### src/rtl/ct_loader.sv
// rtl/ct_loader.sv - length-prefixed ciphertext stream loader into ct_mem, starts the cracker
module ct_loader #(
  parameter int ADDR_W  = 8,
  parameter int MAX_LEN = 255
) (
  input  logic              clk,
  input  logic              rst,
  input  logic              en,
  output logic              rdy,
  input  logic              in_valid,
  output logic              in_ready,
  input  logic [7:0]        in_data,
  input  logic              in_last,
  output logic [ADDR_W-1:0] ct_addr,
  output logic [7:0]        ct_wrdata,
  output logic              ct_wren,
  output logic              crack_en,
  input  logic              crack_rdy,
  output logic [7:0]        msg_len,
  output logic              err
);

  typedef enum logic [2:0] {
    S_IDLE,
    S_LEN,
    S_DATA,
    S_START,
    S_WAIT,
    S_ERROR
  } state_t;

  // 9-bit so that an 8-bit length of 255 compares correctly against any MAX_LEN.
  localparam logic [8:0] MAX_LEN_C = 9'(MAX_LEN);

  state_t              state_q, state_d;
  logic [ADDR_W-1:0]   addr_q, addr_d;       // address of the next message byte
  logic [ADDR_W-1:0]   wr_addr_q, wr_addr_d;
  logic [7:0]          wr_data_q, wr_data_d;
  logic                wren_q, wren_d;
  logic                crack_en_q, crack_en_d;
  logic [7:0]          msg_len_q, msg_len_d;
  logic                err_q, err_d;
  logic [ADDR_W-1:0]   len_a;                // latched length as an address

  assign len_a     = ADDR_W'(msg_len_q);
  assign ct_addr   = wr_addr_q;
  assign ct_wrdata = wr_data_q;
  assign ct_wren   = wren_q;
  assign crack_en  = crack_en_q;
  assign msg_len   = msg_len_q;
  assign err       = err_q;

  // State register and registered write port / status outputs.
  always_ff @(posedge clk or posedge rst) begin
    if (rst) begin
      state_q    <= S_IDLE;
      addr_q     <= '0;
      wr_addr_q  <= '0;
      wr_data_q  <= '0;
      wren_q     <= 1'b0;
      crack_en_q <= 1'b0;
      msg_len_q  <= '0;
      err_q      <= 1'b0;
    end else begin
      state_q    <= state_d;
      addr_q     <= addr_d;
      wr_addr_q  <= wr_addr_d;
      wr_data_q  <= wr_data_d;
      wren_q     <= wren_d;
      crack_en_q <= crack_en_d;
      msg_len_q  <= msg_len_d;
      err_q      <= err_d;
    end
  end

  // Next-state, handshake outputs and the write generated by each accepted beat.
  always_comb begin
    state_d    = state_q;
    addr_d     = addr_q;
    wr_addr_d  = wr_addr_q;
    wr_data_d  = wr_data_q;
    wren_d     = 1'b0;
    crack_en_d = 1'b0;
    msg_len_d  = msg_len_q;
    err_d      = err_q;
    rdy        = 1'b0;
    in_ready   = 1'b0;

    case (state_q)
      S_IDLE: begin
        rdy = 1'b1;
        if (en) begin
          state_d = S_LEN;
          err_d   = 1'b0;
        end
      end

      S_LEN: begin
        in_ready = 1'b1;
        if (in_valid) begin
          wren_d    = 1'b1;
          wr_addr_d = '0;
          wr_data_d = in_data;
          msg_len_d = in_data;
          addr_d    = ADDR_W'(1);
          if ({1'b0, in_data} > MAX_LEN_C) begin
            state_d = S_ERROR;
          end else if (in_data == 8'd0) begin
            state_d = in_last ? S_START : S_ERROR;
          end else if (in_last) begin
            state_d = S_ERROR;
          end else begin
            state_d = S_DATA;
          end
        end
      end

      S_DATA: begin
        in_ready = 1'b1;
        if (in_valid) begin
          wren_d    = 1'b1;
          wr_addr_d = addr_q;
          wr_data_d = in_data;
          if (addr_q == len_a) begin
            // Final expected byte: in_last must coincide with it.
            state_d = in_last ? S_START : S_ERROR;
          end else begin
            addr_d = addr_q + ADDR_W'(1);
            if (in_last) begin
              state_d = S_ERROR;
            end
          end
        end
      end

      S_START: begin
        if (crack_rdy) begin
          crack_en_d = 1'b1;
          state_d    = S_WAIT;
        end
      end

      S_WAIT: begin
        // Only return to idle once the cracker has dropped rdy, so a stale
        // rdy from before the start pulse is never mistaken for completion.
        if (!crack_rdy) begin
          state_d = S_IDLE;
        end
      end

      S_ERROR: begin
        state_d = S_IDLE;
      end

      default: begin
        state_d = S_IDLE;
      end
    endcase

    if (state_d == S_ERROR) begin
      err_d = 1'b1;
    end
  end

endmodule

### config.mk
export PLATFORM = sky130hd
export DESIGN_NAME = ct_loader
export DESIGN_NICKNAME = d
export VERILOG_FILES = /design/src/rtl/ct_loader.sv
export SDC_FILE = /design/constraint.sdc
export NUM_CORES = 1
export LEC_CHECK = 0
export ABC_AREA = 1
export BUFFER_PORTS_ARGS = -buffer_cell sky130_fd_sc_hd__buf_2
export CORE_ASPECT_RATIO = 1.1
export CORE_MARGIN = 10
export CORE_UTILIZATION = 40
export DETAILED_ROUTE_END_ITERATION = 16
export GPL_TIMING_DRIVEN = 0
export PLACE_DENSITY = 0.63
export SLEW_MARGIN = 0
export SYNTH_ARGS = -nofsm -noshare
export SYNTH_HDL_FRONTEND = slang
export SYNTH_SLANG_ARGS = --single-unit
### constraint.sdc
create_clock -name clk -period 2.25 [get_ports clk]
set_clock_uncertainty 0.05 [all_clocks]
set_input_delay 0.45 -clock clk [delete_from_list [all_inputs] [get_ports clk]]
set_output_delay 0.45 -clock clk [all_outputs]
set_load 0.02 [all_outputs]
# --- Yosys cells after proc, flatten, opt, wreduce, memory -nomap -nowiden ---
# Index checks and enable logic that the tools add are counted.
word_totals:
  in_bits: 14
  elab_cells: 56
  regBits: 38
op_classes:
  reduce_logical: 11
  add_sub_neg: 1
  muxes: 27
  n_eq_ne: 9
op_table:
  columns: ["cell", "n"]
  rows:
  - ["$mux W8", 5]
  - ["$pmux W8 S2", 2]
  - ["$mux W3", 10]
  - ["$pmux W3 S5", 1]
  - ["$mux W1", 9]
  - ["$add A8 B1 Y8 const B", 1]
  - ["$eq A8 B8 Y1", 1]
  - ["$logic_not A8 Y1", 1]
  - ["$eq A3 B2 Y1 const B", 2]
  - ["$eq A3 B3 Y1 const B", 2]
  - ["$ne A2 B2 Y1 const B", 3]
  - ["$reduce_and A2 Y1", 3]
  - ["$reduce_bool A2 Y1", 3]
  - ["$reduce_and A4 Y1", 1]
  - ["$eq A3 B1 Y1 const B", 1]
  - ["$logic_not A3 Y1", 1]
  - ["$reduce_and A3 Y1", 1]
  - ["$reduce_or A2 Y1", 1]

# --- Longest topological paths before layout ---
# Gate-level depths: netlist of the first run.
depth:
  ltp_word: 7
  mapped_depth: 13

# --- Worst setup path before layout of the first run ---
# OpenSTA, ideal clock, no wires.
synth_timing:
  path_type: "register -> output"
  startpoint: "register state_q[2]"
  endpoint: "output in_ready"
  path_buffers: 0
  slack_ns: 0.621
  path_stages_with_launch: 4
  required_ns: 1.750
  arrival_time_ns: 1.129
  cell_sequence: "dfrtp_1 > nor3_4 > inv_1 > nand2_1"
synth_between:
  elab_chain_cells: 3
  elab_cells_between_ends: 4
  cone_classes: "2 x eq/ne; 1 x mux; 1 x reduce/logical"
synth_lines:
  columns: ["item", "line", "text"]
  rows:
  - ["start, declared", "35", "state_t state_q, state_d;"]
  - ["start signal, assigned", "65", "state_q <= state_d;"]
  - ["$eq A3 B2 Y1 / $eq A3 B1 Y1 (equally long branches)", "89", "case (state_q)"]
  - ["$reduce_or A2 Y1 (no line) *", null, null]
  - ["$mux W1 *", "89", null]
  - ["end, declared", "11", "output logic in_ready,"]
# Mark *: on every way between the ends. The rest lies on a longest branch, timed or not.

# --- Worst setup path in the final report of the first run ---
layout_timing:
  startpoint: "register state_q[1]"
  endpoint: "output in_ready"
# Same word-level chain as after synthesis.

==> PnR_summary.wiki, run 1 <==
{| class="wikitable"
! Metric !! Value
|-
| Post-CTS repair timing setup buffer count || 0
|-
| DRC || 0
|-
| Synthesized netlist net count || about 230
|-
| Wire length of the first global-routing pass || 7.583 mm
|-
| Critical path buffers and inverters || 3
|-
| Cell taking the most area after synthesis || sky130_fd_sc_hd__dfrtp_1
|-
| Maximum number of pins on one net before global-route repair || 39
|-
| Standard cell with the maximum stage delay on the critical path || sky130_fd_sc_hd__dfrtp_1
|-
| Endpoint kind of the worst setup timing path || primary output
|-
| CTS Root Cell || sky130_fd_sc_hd__clkbuf_8
|-
| Overall routed net length || between 4 and 5 mm
|-
| Switching part of the total power || roughly 42%
|-
| Die outline height || 92.91 um
|-
| Synthesis warning total || 0
|-
| Final #Nets || 279
|-
| Horiz. Die Dim || 86.28 um
|-
| Placed instance count || 311
|-
| Hold crit path type || input pin to asynchronous set/reset pin
|-
| Setup repair after global routing missed its margin || no
|-
| Clock slew seen by the registers of the worst setup and hold paths || 80 ps
|-
| Max-cap violations || 0
|-
| Critical Path AT || 1410 ps
|-
| DR pass1 iterations || 4
|-
| Total of endpoints with negative setup slack in the final report || 0
|-
| Worst Reg-to-Reg Cells || 6
|-
| Average size of a mapped cell || 9.076 sq um
|-
| Signed area change from the synthesized netlist to the final layout || 22.01%
|-
| Maximum buffer depth of the clock tree || 2
|-
| Proportion of power drawn by the clock network || 21.6%
|-
| Initial DRC Count || 131
|-
| Post-synthesis instance total || 213
|-
| Non-filler instance count after layout || 320
|-
| EDFF count, synth || 0
|-
| Delay of the slowest cell on the worst path || 390 ps
|-
| Power Density || between 1000 and 1500 nW/um^2
|-
| Total GRT Usage || 11.75%
|-
| Via-per-instance ratio || 4.938
|-
| Number of antenna diodes || 0
|-
| Run status || finished clean
|-
| Critical path class || register to primary output
|-
| Worst path required time || roughly 1800 ps
|-
| Fraction of final layout cells with drive strength greater than 1 || between 30% and 40%
|-
| Area of the die || roughly 8000 sq um
|-
| Highest clock frequency the design can meet || 524.9 MHz
|-
| Pin slew with the least headroom to its limit || a little under 800 ps
|-
| Hold Fails Final Rpt || 0
|-
| CTS sink count || 38
|-
| Detailed placement HPWL || 3.520 mm
|-
| Worst ir drop on vdd || 0.7297 mV
|-
| Hold buffer count at cts || 0
|-
| Inserted Clock Buffers || 5
|-
| Accumulated negative setup slack || 0 ps
|-
| Count of final max-slew check failures || 0
|-
| Proportion of power drawn by combinational gates || around 45%
|-
| Initial antenna violation count || 0
|-
| H-tree Lvls || 2
|-
| Distinct cell type count after synthesis || 33
|-
| Total net switching power || 1.350 mW
|-
| Most common cell in the netlist || sky130_fd_sc_hd__nand2_1
|-
| Critical register-to-register path startpoint || state_q[2]$_DFF_PP0_
|-
| Minimum period implied by the final worst setup slack || approximately 1900 ps
|-
| Design internal power || about 1.9 mW
|-
| Sequence of cells on the critical path || inv_1, nor3_4, inv_1, nand2_1, buf_2
|-
| Site Rows || 26
|-
| Area share of the leading cell type in the synthesized netlist || 49.19%
|-
| I/O Pins || 43
|-
| Post-synthesis sequential element count || 38
|-
| Leakage power || 1.203 nW
|-
| Most numerous cell types in the synthesized netlist || sky130_fd_sc_hd__nand2_1 (57), sky130_fd_sc_hd__dfrtp_1 (38), sky130_fd_sc_hd__inv_1 (20), sky130_fd_sc_hd__nand3_1 (18), sky130_fd_sc_hd__o21ai_0 (12)
|-
| Global placer's final weighted congestion || just over 0.9
|-
| Count of port buffers added during placement || 42
|-
| Total gr overflow || 0
|-
| Netlist area before placement || 1933 sq um
|-
| # resized after CTS || 0
|-
| Count of antenna-violating nets left after detailed routing || 0
|-
| Commonest register cell after synthesis || sky130_fd_sc_hd__dfrtp_1
|-
| Most frequent cell on the critical path || sky130_fd_sc_hd__inv_1
|-
| Largest fanout of any net on the critical path || 6
|-
| Terminus of the critical flop-to-flop path || ct_wrdata[7]$_DFFE_PP0P_
|-
| Vias || 1580
|-
| Portion of total power attributed to sequential cells || 33.8%
|-
| TritonCTS clock tree || done
|-
| Synth area leaders || sky130_fd_sc_hd__dfrtp_1 (49%), sky130_fd_sc_hd__nand2_1 (11%), sky130_fd_sc_hd__nand3_1 (4.7%)
|-
| Final routed wire length divided by cell count || 14.24 um
|-
| Proportion of synthesized chip area in sequential cells || 49.19%
|-
| Type of origin of the critical path || register
|-
| Via count of the first global-routing pass || 1559
|-
| Core Footprint || about 4700 sq um
|-
| Setup slack of the worst register-to-register path || ~530 ps
|-
| Initial Util || 41.55%
|-
| Ratio of final minimum period to clock period || 84.67%
|-
| Worst-Skew Late Latency || 290 ps
|-
| Category of cells accounting for the largest share of critical-path delay || buffers and inverters
|-
| Slew Limit Headroom || 48.11%
|-
| Share of async-settable or async-resettable flops after synthesis || 100.0%
|}
[flip-flops by register name, summed over array words and instances (netlist names)]
signal and flops:
addr_q 8, ct_wren 1, msg_len 8, crack_en 1, ct_addr 8, state_q 3
err 1, ct_wrdata 8
[power groups by stage]
stage,logic (mW),clock network [mW],registers [mW]
6_report,1.43,0.694,1.09
3_3_place_gp,1.42,0,1.10
5_1_grt,1.58,0.735,1.11
2_1_floorplan,0.826,0,1.29
4_1_cts,1.45,0.706,1.09
3_5_place_dp,1.44,0,1.10
[metrics by stage]
stage	hold slack, ps	worst slack, ps	util [%]	instance area, sq um	power [mW]
2_1_floorplan	472.0	620.9	-	1933	2.112
3_3_place_gp	411.3	352.7	47.58	2213	2.519
3_5_place_dp	416.2	379.5	47.58	2213	2.535
4_1_cts	272.6	53.60	50.54	2351	3.239
5_1_grt	325.3	269.7	50.70	2359	3.428
6_report	247.5	345.0	50.70	2359	3.211
[worst max path at each step]
stage | start | to | slack (ps) | cells past startpoint
3_5_place_dp | state_q[2]$_DFF_PP0_ | in_ready | 380 | 4
4_1_cts | state_q[2]$_DFF_PP0_ | in_ready | 50 | 4
6_report | state_q[1]$_DFF_PP0_ | in_ready | 340 | 5
5_1_grt | state_q[2]$_DFF_PP0_ | in_ready | 270 | 4
2_1_floorplan | state_q[2]$_DFF_PP0_ | in_ready | 620 | 3
3_3_place_gp | rst | ct_addr[7]$_DFFE_PP0P_ | 350 | 2
[cell usage in the layout, fill, tap and decap left out, drive strengths merged]
cell and n:
clkbuf 7, nand4 5, bufinv 2, nand2 63, nor4 3, o31ai 3
inv 25, clkinv 2, buf 47, nand3 19, dfrtp 38, xor2 3
nor2 8, xnor2 4, nor3 4, mux2 6, a21oi 7, o21ai 16
ha 2
[cell type report]
cell class	count	area [sq um]
Inverter	26	107.6
Tap cell	56	70.07
Fill cell	457	2293
Buffer	6	36.28
Multi-Input combinational cell	143	838.3
Sequential cell	38	950.9
Timing Repair Buffer	43	217.7
Clock buffer	5	68.82
Clock inverter	3	68.82
[per-layer routing]
| layer | track usage, % | up-vias | wire length [um] |
|---|---|---|---|
| li1 | - | 794 | - |
| met1 | 13.55 | 748 | 1967 |
| met2 | 19.85 | 32 | 2272 |
| met3 | 4.119 | 6 | 264 |
| met4 | 3.649 | 0 | 52 |
| met5 | 0 | - | 0 |
[cells by family after synthesis]
group / share of synthesized area, %
AO/OA/AOI/OAI: 7.767
XOR/XNOR: 3.172
adder cells (fa/ha/maj): 1.294
buffers and inverters: 7.443
flip-flops: 49.19
multiplexers: 4.077
AND/OR/NAND/NOR: 27.06
Note: power is estimated with default switching activity, not from simulation.
==> run 2: changes to the inputs <==
==> constraint.sdc (replaced) <==
create_clock -name clk -period 1.9 [get_ports clk]
set_clock_uncertainty 0.05 [all_clocks]
set_input_delay 0.38 -clock clk [delete_from_list [all_inputs] [get_ports clk]]
set_output_delay 0.38 -clock clk [all_outputs]
set_load 0.02 [all_outputs]
==> run 2 against run 1 <==
  * Die area unchanged
  * Critical path depth unchanged
  * Highest routed layer unchanged
  * Largest power group unchanged
  * Design area unchanged
==> PnR_summary.wiki, run 2 (synthesized netlist as in run 1, its figures left out) <==
{| class="wikitable"
! Metric !! Value
|-
| Leading cell type in the layout, fill and taps excluded || sky130_fd_sc_hd__nand2_1
|-
| Worst Reg-to-Reg Cells || 6
|-
| Max-cap violations || 0
|-
| Count of final max-slew check failures || 0
|-
| Initial Util || 41.55%
|-
| Hold Fails Final Rpt || 0
|-
| Area of the die || 8016 sq um
|-
| Vias || around 1600
|-
| Initial antenna violation count || 0
|-
| Total gr overflow || 0
|-
| Hold buffer count at cts || 0
|-
| Global placer's final weighted congestion || 0.9107
|-
| Setup repair after global routing missed its margin || no
|-
| Count of antenna-violating nets left after detailed routing || 0
|-
| Overall routed net length || 4.573 mm
|-
| Critical Path AT || 1390 ps
|-
| Via-per-instance ratio || 4.938
|-
| Critical path class || register to primary output
|-
| Setup slack of the worst register-to-register path || 200 ps
|-
| Core Footprint || 4652 sq um
|-
| Largest fanout of any net on the critical path || 6
|-
| Worst-Skew Late Latency || 290 ps
|-
| Worst slack at placement || around 100 ps
|-
| Ratio of final minimum period to clock period || around 96%
|-
| Die outline height || around 93 um
|-
| CTS sink count || 38
|-
| Slew Limit Headroom || a little under half
|-
| Horiz. Die Dim || 86.28 um
|-
| Critical register-to-register path startpoint || state_q[2]$_DFF_PP0_
|-
| Fraction of the core area covered by cells at the end of the flow || 50.70%
|-
| Type of origin of the critical path || register
|-
| I/O Pins || 43
|-
| Clock slew seen by the registers of the worst setup and hold paths || ~80 ps
|-
| Run status || finished clean
|-
| Worst path required time || roughly 1500 ps
|-
| Final #Nets || 279
|-
| Wire length of the first global-routing pass || 7.590 mm
|-
| TritonCTS clock tree || done
|-
| Signed area change from the synthesized netlist to the final layout || 22.01%
|-
| Leakage power || 1.203 nW
|-
| Total GRT Usage || 11.76%
|-
| Endpoint kind of the worst setup timing path || primary output
|-
| CTS Root Cell || sky130_fd_sc_hd__clkbuf_8
|-
| Minimum hold slack || 178.0 ps
|-
| DRC || 0
|-
| Number of antenna diodes || 0
|-
| Commonest cells after routing, fill and taps aside || sky130_fd_sc_hd__nand2_1 (57), sky130_fd_sc_hd__buf_2 (44), sky130_fd_sc_hd__dfrtp_1 (38)
|-
| Final routed wire length divided by cell count || 14.29 um
|-
| Pin slew with the least headroom to its limit || approximately 800 ps
|-
| Initial DRC Count || 143
|-
| Terminus of the critical flop-to-flop path || ct_wrdata[7]$_DFFE_PP0P_
|-
| Highest clock frequency the design can meet || 550.3 MHz
|-
| Fraction of final layout cells with drive strength greater than 1 || 31.44%
|-
| Maximum buffer depth of the clock tree || 2
|-
| Total of endpoints with negative setup slack in the final report || 0
|-
| Power Density || 1612 nW/um^2
|-
| Layout filler cell count || 458
|-
| Minimum period implied by the final worst setup slack || 1817 ps
|-
| Final setup slack of the worst path || 82.80 ps
|-
| Worst ir drop on vdd || between 0.8 and 0.9 mV
|-
| Site Rows || 26
|-
| Count of port buffers added during placement || 42
|-
| Accumulated negative setup slack || 0 ps
|-
| Non-filler instance count after layout || between 300 and 400
|-
| Placed instance count || 311
|-
| Hold crit path type || input pin to asynchronous set/reset pin
|-
| DR pass1 iterations || 4
|-
| H-tree Lvls || 2
|-
| Maximum number of pins on one net before global-route repair || 39
|-
| Inserted Clock Buffers || 5
|-
| Detailed placement HPWL || 3.520 mm
|-
| Via count of the first global-routing pass || 1564
|}
==> run 2: what timing repair did <==
item | in CTS | in global routing
setup buffers | 1 | 0
gates resized for setup | 0 | 0
setup endpoints to repair | 1 | 0
==> run 2: metrics by stage <==
| step | cell area (sq um) | power, mW |
|---|---|---|
| 3_5_place_dp | 2213 | 3.001 |
| 4_1_cts | 2359 | 3.847 |
| 2_1_floorplan | 1933 | 2.501 |
| 3_3_place_gp | 2213 | 2.983 |
| 5_1_grt | 2359 | 4.060 |
| 6_report | 2359 | 3.803 |
==> run 2: power by group <==
part | switching [mW] | total (mW) | internal [mW]
clock | 0.298 | 0.824 | 0.526
sequential | 0.212 | 1.28 | 1.07
combinational | 1.09 | 1.69 | 0.605
total | 1.60 | 3.80 | 2.20
==> run 2: per-layer routing <==
layer / vias to the layer above / part of all wire, % / track usage [%]
met5: - / 0 / 0
li1: 792 / - / -
met1: 752 / 43 / 13.55
met2: 31 / 50 / 19.91
met3: 5 / 5.5 / 4.119
met4: 0 / 1.0 / 3.649
==> run 2: worst max-delay path, stage by stage (launching register included) <==
cell	delay [ps]
sky130_fd_sc_hd__dfrtp_1	390
sky130_fd_sc_hd__inv_1	210
sky130_fd_sc_hd__nor3_4	60
sky130_fd_sc_hd__inv_1	200
sky130_fd_sc_hd__nand2_1	70
sky130_fd_sc_hd__buf_2	160
==> run 2: worst max-delay path by stage <==
stage	slack, ps	to	start
6_report	80	in_ready	state_q[1]$_DFF_PP0_
5_1_grt	20	in_ready	state_q[2]$_DFF_PP0_
4_1_cts	70	in_ready	state_q[1]$_DFF_PP0_
3_3_place_gp	70	ct_addr[7]$_DFFE_PP0P_	rst
3_5_place_dp	100	in_ready	state_q[2]$_DFF_PP0_
2_1_floorplan	280	ct_wrdata[0]$_DFFE_PP0P_	state_q[2]$_DFF_PP0_
==> run 2: cell type report <==
class	count	area [sq um]	share of cell area [%]
Buffer	6	36.28	1.538
Clock buffer	5	68.82	2.918
Clock inverter	3	68.82	2.918
Inverter	26	107.6	4.562
Multi-Input combinational cell	143	838.3	35.54
Sequential cell	38	950.9	40.32
Tap cell	56	70.07	2.971
Timing Repair Buffer	43	217.7	9.231
